File: config.mk
export PLATFORM = sky130hd
export DESIGN_NAME = cond_unit
export DESIGN_NICKNAME = d
export VERILOG_FILES = /design/src/rtl/cond_unit_pkg.sv /design/src/rtl/cond_check.sv /design/src/rtl/cond_unit.sv
export SDC_FILE = /design/constraint.sdc
export NUM_CORES = 1
export LEC_CHECK = 0
export CORE_AREA = 2 2 39 41
export DETAILED_ROUTE_END_ITERATION = 16
export DIE_AREA = 0 0 41 43
export GPL_ROUTABILITY_DRIVEN = 1
export PLACE_DENSITY_LB_ADDON = 0.05
export RECOVER_POWER = 100
export SETUP_SLACK_MARGIN = 0.5
export SYNTH_ARGS = -nofsm -noshare
export SYNTH_HDL_FRONTEND = slang
export SYNTH_SLANG_ARGS = --single-unit
File: constraint.sdc
create_clock -name clk -period 1.8 [get_ports clk]
set_input_delay 0.45 -clock clk [delete_from_list [all_inputs] [get_ports clk]]
set_output_delay 0.45 -clock clk [all_outputs]
set_load 0.02 [all_outputs]
File: src/rtl/cond_unit_pkg.sv
// Shared controller definitions: condition-code encodings, flag bit
// positions within the {N,Z,C,V} vector, and the main FSM state type.
// No ports; imported by cond_check, cond_unit and the controller FSM.
package cond_unit_pkg;

    // Instr[31:28] condition field encodings
    localparam logic [3:0] COND_EQ = 4'b0000;
    localparam logic [3:0] COND_NE = 4'b0001;
    localparam logic [3:0] COND_CS = 4'b0010;
    localparam logic [3:0] COND_CC = 4'b0011;
    localparam logic [3:0] COND_MI = 4'b0100;
    localparam logic [3:0] COND_PL = 4'b0101;
    localparam logic [3:0] COND_VS = 4'b0110;
    localparam logic [3:0] COND_VC = 4'b0111;
    localparam logic [3:0] COND_HI = 4'b1000;
    localparam logic [3:0] COND_LS = 4'b1001;
    localparam logic [3:0] COND_GE = 4'b1010;
    localparam logic [3:0] COND_LT = 4'b1011;
    localparam logic [3:0] COND_GT = 4'b1100;
    localparam logic [3:0] COND_LE = 4'b1101;
    localparam logic [3:0] COND_AL = 4'b1110;
    localparam logic [3:0] COND_NV = 4'b1111;

    // Bit positions inside the {N,Z,C,V} flag vector
    localparam int FLAG_N = 3;
    localparam int FLAG_Z = 2;
    localparam int FLAG_C = 1;
    localparam int FLAG_V = 0;

    // Main controller FSM states; CondLatch is asserted only in DECODE
    typedef enum logic [3:0] {
        ST_FETCH    = 4'd0,
        ST_DECODE   = 4'd1,
        ST_MEMADR   = 4'd2,
        ST_MEMREAD  = 4'd3,
        ST_MEMWB    = 4'd4,
        ST_MEMWRITE = 4'd5,
        ST_EXECUTER = 4'd6,
        ST_EXECUTEI = 4'd7,
        ST_ALUWB    = 4'd8,
        ST_BRANCH   = 4'd9
    } statetype;

endpackage

File: src/rtl/cond_check.sv
// Purely combinational condition evaluation: Cond x Flags -> CondEx.
// Ports: Cond (condition field), Flags ({N,Z,C,V}), CondEx (condition holds).
// The reserved NV encoding evaluates to 0 so it never enables a write.
module cond_check
    import cond_unit_pkg::*;
(
    input  logic [3:0] Cond,
    input  logic [3:0] Flags,
    output logic       CondEx
);

    logic n, z, c, v, ge;

    assign n  = Flags[FLAG_N];
    assign z  = Flags[FLAG_Z];
    assign c  = Flags[FLAG_C];
    assign v  = Flags[FLAG_V];
    assign ge = (n == v);

    always_comb begin
        CondEx = 1'b0;
        case (Cond)
            COND_EQ: CondEx = z;
            COND_NE: CondEx = ~z;
            COND_CS: CondEx = c;
            COND_CC: CondEx = ~c;
            COND_MI: CondEx = n;
            COND_PL: CondEx = ~n;
            COND_VS: CondEx = v;
            COND_VC: CondEx = ~v;
            COND_HI: CondEx = c & ~z;
            COND_LS: CondEx = ~c | z;
            COND_GE: CondEx = ge;
            COND_LT: CondEx = ~ge;
            COND_GT: CondEx = ~z & ge;
            COND_LE: CondEx = z | ~ge;
            COND_AL: CondEx = 1'b1;
            default: CondEx = 1'b0;
        endcase
    end

endmodule

File: src/rtl/cond_unit.sv
// Conditional-execution unit: holds the architectural {N,Z,C,V} flags and the
// latched condition result, and gates the PC/register/memory write requests.
// Ports: clk, reset (sync, active-low), Cond, ALUFlags, FlagW, CondLatch,
// PCS/NextPC/RegW/MemW in; PCWrite/RegWrite/MemWrite, CondExReg, Flags out.
module cond_unit
    import cond_unit_pkg::*;
(
    input  logic       clk,
    input  logic       reset,
    input  logic [3:0] Cond,
    input  logic [3:0] ALUFlags,
    input  logic [1:0] FlagW,
    input  logic       CondLatch,
    input  logic       PCS,
    input  logic       NextPC,
    input  logic       RegW,
    input  logic       MemW,
    output logic       PCWrite,
    output logic       RegWrite,
    output logic       MemWrite,
    output logic       CondExReg,
    output logic [3:0] Flags
);

    logic cond_ex;

    // Evaluated from the registered flags only; ALUFlags are never bypassed,
    // so a flag write becomes visible to the condition one cycle later.
    cond_check u_cond_check (
        .Cond   (Cond),
        .Flags  (Flags),
        .CondEx (cond_ex)
    );

    // Both updates read the pre-edge Flags/CondExReg, which gives the
    // latch-then-write ordering when CondLatch and FlagW coincide: the new
    // condition sees the old flags, and the flag write is gated by the
    // previously latched condition.
    always_ff @(posedge clk) begin
        if (!reset) begin
            Flags     <= 4'b0000;
            CondExReg <= 1'b0;
        end else begin
            if (CondLatch) begin
                CondExReg <= cond_ex;
            end
            if (FlagW[1] && CondExReg) begin
                Flags[FLAG_N] <= ALUFlags[FLAG_N];
                Flags[FLAG_Z] <= ALUFlags[FLAG_Z];
            end
            if (FlagW[0] && CondExReg) begin
                Flags[FLAG_C] <= ALUFlags[FLAG_C];
                Flags[FLAG_V] <= ALUFlags[FLAG_V];
            end
        end
    end

    // NextPC is the unconditional fetch increment and bypasses the gate.
    assign PCWrite  = (PCS & CondExReg) | NextPC;
    assign RegWrite = RegW & CondExReg;
    assign MemWrite = MemW & CondExReg;

endmodule

==> flow_metrics.tcl, run 1 <==
set metrics [dict create \
    status "complete, no violations" \
    worstHoldPathType "reg -> reg" \
    worstPathRequired_ns 1.35 \
    worst-path-max-fanout 5 \
    number_of_clock_sinks_seen_by_cts 5 \
    seq_area_frac_synth_pct 24.0 \
    vias 474 \
    pwr_density_cell_mw_per_mm2 547 \
    synthesis.area_per_instance_um2 8.19 \
    clkTransAtPathRegs_ns 0.05 \
    grt_pass1_vias 436 \
    drive_above_1_share_pct 30.5 \
    path_class "reg -> out" \
    avgRoutedWirePerCell_um 11.1 \
    overflow 0 \
    wl_final_um 1090 \
    design.core.area_mm2 0.00138 \
    maximum_number_of_pins_on_one_net_before_global_route_repair 9 \
    num_rows 14 \
    die_y_um 43 \
    fin_crit_sh_pct 80.1 \
    buffer_ports.inserted 24 \
    clockRootBuffer "sky130_fd_sc_hd__clkbuf_4" \
    drtAntennaViolNets 0 \
    postSynthNetCount 68 \
    cts-hold-fix-buffers 0 \
    report.final.slew_viol_count 0 \
    place_congestion 0.685 \
    vias_per_cell 4.84 \
    grt_first_pass_wirelength_um 1810 \
    postSynthRegisterBits 5 \
    chip_width_um 41 \
    largest_voltage_drop_on_the_vdd_net_mv 0.298 \
    finalHoldViolations 0 \
    maximum_capacitance_violations 0 \
    post-layout-total-power_mw 0.381 \
    yosys.cell_types.count 29 \
    synth_warn 0 \
    timing.clock.skew_ns 0.00684 \
    finalCoreUtilization_pct 50.3 \
    dp_hpwl_um 846 \
    timing.setup.tns_ns 0 \
    power.static_leakage_nw 0.296 \
    achievable-frequency_mhz 693 \
    nNetsFinal 100 \
    netlist_area_um2 418 \
    cts-buffers-inserted 3 \
    start_kind "flip-flop" \
    syn2layout_area_growth_pct 66.5 \
    detail_route.iter0.violations 2 \
    clk_latency_ns 0.25 \
    final_cell_area_um2 696 \
    drt_pass1_iterations 3 \
    timing_worst_slew_pin_value_ns 0.235 \
    cells_after_synth 51 \
    cts_tree "yes" \
    grt_usage_pct 15.5 \
    rsz_0062_raised_after_global_routing "yes" \
    antenna-diode-count 0 \
    dpl_cell_area_um2 702 \
    initial_utilization_pct 30.2 \
    cts_max_path_buffers 2 \
    antenna_found_initial 0 \
    setup_viol 0 \
    fin_crit_ns 1.44 \
    io-pin-count 25 \
    drc 0 \
    critPathArrivalTime_ns 0.99 \
    worst_slew_margin_rel_pct 84.1 \
    htree_levels 1 \
    die_area_mm2 0.00176 \
    critPathCaptureType "primary output" \
]
[layer usage]
layer | global-route usage [%] | vias up | part of all wire [%]
met1 | 17.9 | 208 | 41
met2 | 23.4 | 15 | 50
met5 | 0 | - | 0
met4 | 8.00 | 0 | 2.1
li1 | - | 246 | -
met3 | 6.28 | 5 | 7.1
[timing repair]
action                                  CTS  global route
setup buffers                             1             0
resized for setup                        74             4
pin swaps                                 5             2
endpoints found under the setup margin    9             6
[cell usage in the layout, fill, tap and decap left out, types with 2 or more instances in the layout]
cell type and instances:
sky130_fd_sc_hd__buf_4 8, sky130_fd_sc_hd__nand3_1 4, sky130_fd_sc_hd__clkbuf_4 3, sky130_fd_sc_hd__nand2_1 8, sky130_fd_sc_hd__clkdlybuf4s15_1 3, sky130_fd_sc_hd__dfxtp_1 3
sky130_fd_sc_hd__a21boi_0 4, sky130_fd_sc_hd__mux2i_1 2, sky130_fd_sc_hd__buf_6 2, sky130_fd_sc_hd__o21ai_0 2, sky130_fd_sc_hd__clkdlybuf4s50_1 4, sky130_fd_sc_hd__inv_1 2
sky130_fd_sc_hd__clkbuf_1 6, sky130_fd_sc_hd__buf_2 2, sky130_fd_sc_hd__dlygate4sd3_1 2, sky130_fd_sc_hd__dlygate4sd2_1 2
[where the power goes]
| group | switching (mW) | leakage (nW) | internal [mW] |
|---|---|---|---|
| sequential | 0.00688 | 0.0419 | 0.116 |
| combinational | 0.0520 | 0.239 | 0.0686 |
| clock | 0.0531 | 0.0150 | 0.0843 |
| total | 0.112 | 0.296 | 0.269 |
[critical path: stages, from the launching register on]
cell	delay, ns
sky130_fd_sc_hd__dfxtp_1	0.39
sky130_fd_sc_hd__a21o_1	0.13
sky130_fd_sc_hd__clkbuf_1	0.22
[cells in the mapped netlist, drive strengths merged]
master	n	share of area, %
buf	1	2.7
a21o	1	1.8
o32a	1	2.4
a22oi	1	1.8
and4	1	2.4
and3	1	1.8
inv	2	1.8
nor2	1	0.90
nor2b	1	1.5
nand2	8	7.2
or3b	1	2.1
clkbuf	2	2.1
and2	2	3.0
mux2i	2	4.8
and3b	1	2.1
nand3	4	4.8
a211o	1	2.1
xor3	1	5.7
dfxtp	5	24
o311ai	1	2.1
a22o	1	2.1
o21ai	3	3.6
mux2	1	2.7
xor2	1	2.1
a21oi	1	1.2
and2b	1	2.1
xnor2	1	2.1
a21boi	4	7.2
[cell type report]
| cell class | count | area, µm² |
|---|---|---|
| Clock buffer | 4 | 26.3 |
| Timing Repair Buffer | 30 | 235 |
| Sequential cell | 5 | 105 |
| Tap cell | 16 | 20.0 |
| Fill cell | 157 | 688 |
| Inverter | 2 | 7.51 |
| Multi-Input combinational cell | 41 | 302 |
[state kept, by name, indices dropped and copies added, names as in the netlist]
name / count
Flags: 4
CondExReg: 1
[final timing paths]
path	end	slack, ns	depth (start not counted)	start
hold / removal	Flags[2]	0.49	2	Flags[2]
hold reg to reg	Flags[2]	0.49	2	Flags[2]
setup reg to reg	CondExReg	0.47	4	Flags[0]
setup / recovery	PCWrite	0.36	2	CondExReg
[kinds of logic after synthesis]
group	after synthesis	synth area share [%]
simple gates	21	27.8
compound gates	14	24.3
flops	5	24.0
buf+inv	5	6.59
xor+xnor	3	9.88
mux	3	7.49
[metrics by stage]
step | std cells | hold slack, ns | setup slack [ns]
global placement | 93 | 0.484 | -0.261
detailed placement | 93 | 0.509 | -0.290
floorplan | 51 | 0.556 | 0.374
CTS | 98 | 0.511 | 0.442
global route | 98 | 0.524 | 0.277
finish | 98 | 0.487 | 0.358
(Power assumes the default switching activity.)
==> inputs of run 2 (changes only) <==
Settings changed: CORE_AREA 2 2 39 41 to default, CORE_MARGIN from default to 2, CORE_UTILIZATION from default to 32, DIE_AREA 0 0 41 43 to default.
Clock period 1.8 ns to 1.3 ns, I/O delays scaled along.
==> run 2 against run 1 <==
Against the previous run:
- via count is 6.3% higher
- the run now ends with negative setup slack left
- first-iteration DRC count is 50% lower
- register-to-register slack worse by 0.46 ns
- clock skew is 0.0065 ns lower
- combinational power is 91% higher
- sequential power is 38% higher
- flip-flop and latch count stayed put
- routed wire length is 6.6% higher
- sequential share of layout area is 2.7 points lower
- final area is 26% higher
- hold slack better by 0.068 ns
- worst setup slack worse by 0.37 ns
- critical path type is now in -> reg
==> flow_metrics.tcl, run 2 (same netlist as run 1, synthesis figures left out) <==
set metrics [dict create \
    reg.largest.list "Flags x4, CondExReg x1" \
    rsz_0062_raised_after_global_routing "yes" \
    largest_register_ff_count 4 \
    drtAntennaViolNets 0 \
    clk_latency_ns 0.24 \
    fin_crit_sh_pct 101 \
    io-pin-count 25 \
    dpl_cell_area_um2 748 \
    buffer_ports.inserted 24 \
    worst-path-max-fanout 3 \
    achievable-frequency_mhz 762 \
    maximum_number_of_pins_on_one_net_before_global_route_repair 9 \
    antenna_found_initial 0 \
    cts_max_path_buffers 2 \
    report.final.slew_viol_count 0 \
    drc 0 \
    regMostFlops "Flags" \
    largest_voltage_drop_on_the_vdd_net_mv 0.435 \
    worst_slew_margin_rel_pct 88.1 \
    clkTransAtPathRegs_ns 0.04 \
    avgRoutedWirePerCell_um 11.1 \
    htree_levels 1 \
    grt_busiest_layer "met2" \
    drive_above_1_share_pct 56.2 \
    finalCoreUtilization_pct 69.9 \
    timing.clock.skew_ns 0.000294 \
    design.core.area_mm2 0.00125 \
    overflow 0 \
    antenna-diode-count 0 \
    vias_per_cell 4.85 \
    syn2layout_area_growth_pct 110 \
    chip_width_um 40.1 \
    wl_final_um 1160 \
    timing.hold.ws_ns 0.555 \
    die_y_um 40.1 \
    detail_route.iter0.violations 1 \
    setup_ws_ns -0.0131 \
    cts-buffers-inserted 3 \
    worstHoldPathType "in -> reg" \
    grt_pass1_vias 458 \
    die_area_mm2 0.00161 \
    dp_hpwl_um 888 \
    finalHoldViolations 0 \
    violations "negative setup slack" \
    maximum_capacitance_violations 0 \
    worst_hold_startpoint "FlagW[0]" \
    grt_first_pass_wirelength_um 1880 \
    drt_pass1_iterations 2 \
    critPathCaptureType "flip-flop" \
    pwr_density_cell_mw_per_mm2 662 \
    clockRootBuffer "sky130_fd_sc_hd__clkbuf_4" \
    worstPathRequired_ns 1.43 \
    critical_path.reg2reg.startpoint "Flags[3]" \
    most-common-layout-cells "sky130_fd_sc_hd__buf_6, sky130_fd_sc_hd__buf_4, sky130_fd_sc_hd__dlygate4sd2_1, sky130_fd_sc_hd__clkdlybuf4s50_1, sky130_fd_sc_hd__dfxtp_2" \
    final_cell_area_um2 876 \
    initial_utilization_pct 33.4 \
    critPathArrivalTime_ns 1.44 \
    grt_use_met1_pct 20.3 \
    grt_usage_pct 17.9 \
    fin_crit_ns 1.31 \
    cts_tree "yes" \
    vias 504 \
    start_kind "primary input" \
    status "finished, violations left" \
    grtUsageMet2_pct 30.2 \
    place_congestion 0.736 \
    crit_start "CondLatch" \
    met3_track_utilization_from_global_routing_pct 7.22 \
    timing_worst_slew_pin_value_ns 0.174 \
    path_class "in -> reg" \
    number_of_clock_sinks_seen_by_cts 5 \
    nNetsFinal 107 \
    num_rows 13 \
    setup_viol 1 \
    post-layout-total-power_mw 0.580 \
    power.static_leakage_nw 0.395 \
]
[run 2: path summary, 6_finish.rpt]
check | endpoint | slack [ns] | depth (start not counted)
setup / recovery | CondExReg | -0.01 | 5
hold / removal | Flags[0] | 0.56 | 3
setup reg to reg | CondExReg | 0.01 | 4
hold reg to reg | Flags[2] | 0.58 | 3
[run 2: metal layers]
layer | vias to the layer above | share of wire [%] | wire length, µm
li1 | 261 | - | -
met1 | 225 | 44 | 512
met2 | 18 | 49 | 565
met3 | 0 | 6.9 | 80
met4 | 0 | 0 | 0
met5 | - | 0 | 0
[run 2: layout make-up]
| class | count | area (µm²) |
|---|---|---|
| Multi-Input combinational cell | 41 | 360 |
| Tap cell | 15 | 18.8 |
| Sequential cell | 5 | 109 |
| Clock buffer | 4 | 26.3 |
| Timing Repair Buffer | 37 | 354 |
| Inverter | 2 | 7.51 |
| Fill cell | 111 | 377 |
[run 2: through the flow]
step | worst slack (ns) | setup TNS [ns] | std cells
after floorplan | -0.00103 | -0.00103 | 51
after global placement | -0.553 | -2.18 | 98
after detailed placement | -0.574 | -2.20 | 98
after CTS | 0.0276 | 0 | 104
after global routing | -0.0336 | -0.0336 | 104
final | -0.0131 | -0.0131 | 104
[run 2: what timing repair did]
item	in CTS	in global routing
pin swaps	8	3
hold buffers	0	0
buffers inserted	2	0
gates resized for setup	80	14
endpoints found under the setup margin	13	13
[run 2: worst max-delay path, stage by stage]
cell and delay, ns:
sky130_fd_sc_hd__clkdlybuf4s50_1 0.48, sky130_fd_sc_hd__o21ai_2 0.17, sky130_fd_sc_hd__a21oi_1 0.07, sky130_fd_sc_hd__and3_2 0.21, sky130_fd_sc_hd__a22o_1 0.19
[run 2: report_power, final]
| part | leakage (nW) | total [mW] | switching (mW) | internal (mW) |
|---|---|---|---|---|
| combinational | 0.337 | 0.231 | 0.0954 | 0.135 |
| sequential | 0.0432 | 0.170 | 0.00828 | 0.162 |
| clock | 0.0150 | 0.180 | 0.0637 | 0.116 |
| total | 0.395 | 0.580 | 0.167 | 0.413 |
